### src/rtl/eth_fcs_check_d16.sv
// Receive-side Ethernet FCS checker for a 16-bit byte stream (FCS bytes included).
// Forwards accepted beats one cycle late and reports per-frame status and good/bad counts.

module eth_crc32_d16 (
  input  logic [31:0] crc_in,
  input  logic [15:0] data,
  output logic [31:0] crc_out
);
  localparam logic [31:0] POLY = 32'h04C1_1DB7;

  logic [31:0] work;

  // MSB-first shift register: data[15] is the first bit on the wire
  always_comb begin
    work = crc_in;
    for (int i = 15; i >= 0; i--) begin
      if (work[31] ^ data[i]) begin
        work = {work[30:0], 1'b0} ^ POLY;
      end else begin
        work = {work[30:0], 1'b0};
      end
    end
    crc_out = work;
  end
endmodule

module eth_fcs_check_d16 #(
  parameter int MIN_LEN = 64,
  parameter int MAX_LEN = 1518,
  parameter int CNT_W   = 16
) (
  input  logic             sys_clk,
  input  logic             sys_rst_n,
  input  logic             in_valid,
  input  logic             in_sof,
  input  logic             in_eof,
  input  logic             in_odd,
  input  logic [15:0]      in_data,
  output logic             out_valid,
  output logic             out_sof,
  output logic             out_eof,
  output logic             out_odd,
  output logic [15:0]      out_data,
  output logic             stat_valid,
  output logic             stat_fcs_ok,
  output logic             stat_len_err,
  output logic             stat_abort,
  output logic [15:0]      stat_len,
  output logic [CNT_W-1:0] good_cnt,
  output logic [CNT_W-1:0] bad_cnt
);
  localparam logic [31:0]      POLY      = 32'h04C1_1DB7;
  localparam logic [31:0]      CRC_SEED  = 32'hFFFF_FFFF;
  localparam logic [31:0]      RESIDUE   = 32'hC704_DD7B;
  localparam logic [15:0]      MIN_LEN_W = 16'(MIN_LEN);
  localparam logic [15:0]      MAX_LEN_W = 16'(MAX_LEN);
  localparam logic [CNT_W-1:0] CNT_MAX   = '1;

  typedef enum logic {IDLE, ACTIVE} state_t;

  state_t      state_reg, state_next;
  logic [31:0] crc_reg, crc_next;
  logic [15:0] len_reg, len_next;

  function automatic logic [31:0] crc32_d8(input logic [31:0] c_in, input logic [7:0] d);
    logic [31:0] c;
    c = c_in;
    for (int i = 7; i >= 0; i--) begin
      if (c[31] ^ d[i]) begin
        c = {c[30:0], 1'b0} ^ POLY;
      end else begin
        c = {c[30:0], 1'b0};
      end
    end
    return c;
  endfunction

  // Bytes arrive LSB first on the wire, so each byte is bit-reversed into the MSB-first engine
  logic [7:0] rev_lo, rev_hi;
  genvar gi;
  generate
    for (gi = 0; gi < 8; gi++) begin : g_rev
      assign rev_lo[gi] = in_data[7 - gi];
      assign rev_hi[gi] = in_data[15 - gi];
    end
  endgenerate

  logic [31:0] seed, crc_d16, crc_d8, crc_beat;
  assign seed = in_sof ? CRC_SEED : crc_reg;

  eth_crc32_d16 u_crc16 (
    .crc_in  (seed),
    .data    ({rev_lo, rev_hi}),
    .crc_out (crc_d16)
  );

  logic last_odd, accept, abort_now;
  assign last_odd  = in_eof & in_odd;
  assign crc_d8    = crc32_d8(seed, rev_lo);
  assign crc_beat  = last_odd ? crc_d8 : crc_d16;
  assign accept    = in_valid & (in_sof | (state_reg == ACTIVE));
  assign abort_now = in_valid & in_sof & (state_reg == ACTIVE);

  logic [15:0] len_base, len_beat;
  logic [16:0] len_sum;
  logic        beat_len_err, reg_len_err;
  assign len_base     = in_sof ? 16'd0 : len_reg;
  assign len_sum      = {1'b0, len_base} + (last_odd ? 17'd1 : 17'd2);
  assign len_beat     = len_sum[16] ? 16'hFFFF : len_sum[15:0];
  assign beat_len_err = (len_beat < MIN_LEN_W) | (len_beat > MAX_LEN_W);
  assign reg_len_err  = (len_reg < MIN_LEN_W) | (len_reg > MAX_LEN_W);

  logic        fire, fire_ok, fire_abort, fire_len_err, good_inc;
  logic [15:0] fire_len;
  logic [1:0]  bad_inc;

  always_comb begin
    state_next   = state_reg;
    crc_next     = crc_reg;
    len_next     = len_reg;
    fire         = 1'b0;
    fire_ok      = 1'b0;
    fire_abort   = 1'b0;
    fire_len_err = 1'b0;
    fire_len     = len_reg;
    good_inc     = 1'b0;
    bad_inc      = 2'd0;
    if (accept) begin
      if (in_eof) begin
        state_next = IDLE;
        crc_next   = CRC_SEED;
        len_next   = 16'd0;
      end else begin
        state_next = ACTIVE;
        crc_next   = crc_beat;
        len_next   = len_beat;
      end
      if (abort_now) begin
        // The abort owns the status pulse; a single-beat new frame is only counted
        fire         = 1'b1;
        fire_abort   = 1'b1;
        fire_len     = len_reg;
        fire_len_err = reg_len_err;
        bad_inc      = in_eof ? 2'd2 : 2'd1;
      end else if (in_eof) begin
        fire         = 1'b1;
        fire_ok      = (crc_beat == RESIDUE);
        fire_len     = len_beat;
        fire_len_err = beat_len_err;
        if ((crc_beat == RESIDUE) && !beat_len_err) begin
          good_inc = 1'b1;
        end else begin
          bad_inc = 2'd1;
        end
      end
    end
  end

  logic [CNT_W:0]   good_sum, bad_sum;
  logic [CNT_W-1:0] good_sat, bad_sat;
  assign good_sum = {1'b0, good_cnt} + {{CNT_W{1'b0}}, good_inc};
  assign bad_sum  = {1'b0, bad_cnt} + {{(CNT_W-1){1'b0}}, bad_inc};
  assign good_sat = good_sum[CNT_W] ? CNT_MAX : good_sum[CNT_W-1:0];
  assign bad_sat  = bad_sum[CNT_W] ? CNT_MAX : bad_sum[CNT_W-1:0];

  always_ff @(posedge sys_clk or negedge sys_rst_n) begin
    if (!sys_rst_n) begin
      state_reg    <= IDLE;
      crc_reg      <= CRC_SEED;
      len_reg      <= 16'd0;
      out_valid    <= 1'b0;
      out_sof      <= 1'b0;
      out_eof      <= 1'b0;
      out_odd      <= 1'b0;
      out_data     <= 16'd0;
      stat_valid   <= 1'b0;
      stat_fcs_ok  <= 1'b0;
      stat_len_err <= 1'b0;
      stat_abort   <= 1'b0;
      stat_len     <= 16'd0;
      good_cnt     <= '0;
      bad_cnt      <= '0;
    end else begin
      state_reg  <= state_next;
      crc_reg    <= crc_next;
      len_reg    <= len_next;
      out_valid  <= accept;
      out_sof    <= accept & in_sof;
      out_eof    <= accept & in_eof;
      out_odd    <= accept & in_odd;
      if (accept) begin
        out_data <= in_data;
      end
      stat_valid <= fire;
      if (fire) begin
        stat_fcs_ok  <= fire_ok;
        stat_len_err <= fire_len_err;
        stat_abort   <= fire_abort;
        stat_len     <= fire_len;
      end
      good_cnt <= good_sat;
      bad_cnt  <= bad_sat;
    end
  end
endmodule

### config.mk
export PLATFORM = sky130hd
export DESIGN_NAME = eth_fcs_check_d16
export DESIGN_NICKNAME = d
export VERILOG_FILES = /design/src/rtl/eth_fcs_check_d16.sv
export SDC_FILE = /design/constraint.sdc
export NUM_CORES = 1
export LEC_CHECK = 0
export CORE_ASPECT_RATIO = 0.6
export CORE_MARGIN = 2
export CORE_UTILIZATION = 58
export DETAILED_ROUTE_END_ITERATION = 10
export PLACE_DENSITY = 0.91
export SYNTH_ARGS = -nofsm -noshare
export SYNTH_HDL_FRONTEND = slang
export SYNTH_SLANG_ARGS = --single-unit
export TNS_END_PERCENT = 20
### constraint.sdc
create_clock -name sys_clk -period 6.2 [get_ports sys_clk]
set_input_delay 1.24 -clock sys_clk [delete_from_list [all_inputs] [get_ports sys_clk]]
set_output_delay 1.24 -clock sys_clk [all_outputs]
set_load 0.005 [all_outputs]
==> impl_metrics.tcl <==
set metrics [dict create \
    die_h_um 96.8 \
    synthTopCellsByArea "dfrtp_1 (27%), xnor2_1 (13%), dfstp_2 (10%)" \
    synth_cell_types 68 \
    rsz0062_at_grt "false" \
    ant_nets 0 \
    ys.flop_type "dfrtp_1" \
    die_x_um 159 \
    drive_gt1_share_pct 20.4 \
    fin_tns_setup_ns 0 \
    fp.coreArea_um2 13800 \
    p_leak_nw 4.61 \
    critPathLaunchType "input port" \
    holdPathStages 2 \
    cts_root_buf "clkbuf_16" \
    clockBufferDepth 2 \
    grt_pass1_wl_um 40200 \
    fin_skew_ns 0.0122 \
    yosysTopAreaCell "dfrtp_1" \
    fin_crit_ns 5.94 \
    layout_commonest_cell "nand2_1" \
    total_power_mw 6.93 \
    worst_pin_slew_ns 1.29 \
    post-route-util_pct 76.8 \
    final_cell_mix "nand2_1 (127), xnor2_1 (117), buf_4 (97)" \
    maxCapViolations 0 \
    peakVddDrop_v 0.000500 \
    holdBufCountCts 0 \
    drc 0 \
    cts.sinks 121 \
    syn_nets 907 \
    grt-ovfl-total 0 \
    period_share_pct 95.9 \
    viasPerCell 5.98 \
    insertion_delay_ns 0.44 \
    initial_core_util_pct 60.2 \
    cts_tree "built" \
    setup_violations 0 \
    groute.usage.overall_pct 34.7 \
    wire_per_inst_um 20.9 \
    gp_congestion 1.06 \
    first_pass_iters 5 \
    path_max_fanout 13 \
    final_max_slew_viol_count 0 \
    async_reset_ff_share_pct 100 \
    cts.clk_slew.worst_paths_ns 0.06 \
    slew_headroom_pct 13.7 \
    r2r.worst_path.cells 23 \
    synth_area_per_cell_um2 9.49 \
    grt_pass1_vias 7214 \
    num-nets-final 1069 \
    io_buffers 93 \
    hp-start "out_data[12]" \
    required_ns 6.50 \
    cts_buffers 17 \
    run_status "complete, no violations" \
    whs_ns 0.476 \
    path_class "in -> reg" \
    vias 7436 \
    dp_hpwl_um 18100 \
    ios 94 \
    max_freq_mhz 168 \
    largest_reg_flops 32 \
    syn2layout_area_growth_pct 27.6 \
    crit_arrival_ns 6.25 \
    rows 33 \
    ys_ff_latch 121 \
    drt_wl_total_um 26000 \
    grt_start_max_net_pins 63 \
    htreeDepth 4 \
    synth_area_um2 8330 \
    ys_warn_count 0 \
    antenna_cells 0 \
    regToRegSetupSlack_ns 0.83 \
    dieArea_um2 15400 \
    yosysSeqAreaShare_pct 36.8 \
    synth.top_cell.area_share_pct 26.7 \
    min_path_type "reg -> reg" \
    hold_violations 0 \
    antenna_found_initial 0 \
    critPathLaunch "in_data[2]" \
    p_per_area_nw_per_um2 652 \
    crit_path_end_kind "register" \
    synth_edf_count 0 \
    synthCells 877 \
    drt_iter0_drc 971 \
    r2r_start "crc_reg[19]" \
]
-- cell usage after synthesis (6+ instances only) --
library cell and number:
nand2_1 127, xnor2_1 121, dfrtp_1 89, nor2_1 89, xor2_1 50, o21ai_0 37
a21oi_1 35, dfstp_2 32, clkbuf_1 29, nand3_1 29, nor3_1 17, mux2i_1 14
o22a_1 14, inv_1 13, xnor2_2 12, and3_1 10, nand4_1 9, xnor3_1 9
a22o_1 8, a31oi_1 8, buf_2 8, nor2b_1 8, nand2b_1 7, buf_6 6
ha_1 6, xnor2_4 6, xor2_2 6
-- what timing repair did --
action	CTS	global route
resized for setup	0	7
hold endpoints to repair	0	0
buffers inserted	0	0
setup endpoints to repair	0	15
-- power breakdown --
group          internal, mW  total, mW  switching [mW]
logic                  2.32       4.78            2.47
clock network         0.601       1.01           0.413
registers             0.983       1.13           0.147
-- area by class of cell --
type                    count  area, um2
inverters                  15       56.3
repair buffers            189       1640
clock buffers              18        429
well taps                 192        240
fillers                   870       3210
multi-input cells         695       5020
flip-flops and latches    121       3070
clock inverters            14        163
-- through the flow --
step                      cells  worst slack, ns  area (um2)
after floorplan             877           0.0201        8340
after global placement     1212          -0.0642        9990
after detailed placement   1212           -0.189        9990
after CTS                  1244            0.150       10600
after global routing       1244           0.0203       10600
final                      1244            0.256       10600
-- critical path, cell delays in order --
cell             delay (ns)
clkdlybuf4s50_1        0.57
buf_4                  0.25
xor2_1                 0.19
xnor2_2                0.52
xnor2_4                0.21
xnor2_1                0.15
or3_1                  0.42
or3_4                  0.41
a2111oi_4              0.29
a31oi_1                0.17
o31a_1                 0.32
ha_1                   0.19
inv_1                  0.07
fa_1                   0.18
nor2_1                 0.07
and3_1                 0.20
and3_1                 0.19
and3_1                 0.17
nand3_1                0.11
or2_4                  0.22
o21ai_0                0.12
-- worst paths after layout --
path,endpoint
setup / recovery,bad_cnt[11]
hold / removal,out_data[12]
setup reg to reg,bad_cnt[11]
hold reg to reg,out_data[12]
max in group asynchronous,len_reg[8]
min in group asynchronous,stat_len[11]
-- cell families after synthesis --
group	after synthesis	share of synthesized area, %
AND/OR/NAND/NOR	331	18.2
XOR/XNOR	211	28.0
AO/OA/AOI/OAI	129	10.0
flip-flops	121	36.8
buffers and inverters	61	3.55
multiplexers	16	1.95
adder cells (fa/ha/maj)	8	1.38
-- per-layer routing --
metal,wire length (um),GRT usage [%],up-vias
li1,-,-,3251
met1,10800,51.1,3574
met2,10500,47.0,522
met3,3900,13.9,89
met4,720,9.29,0
met5,0,0,-
(Power assumes the default switching activity.)
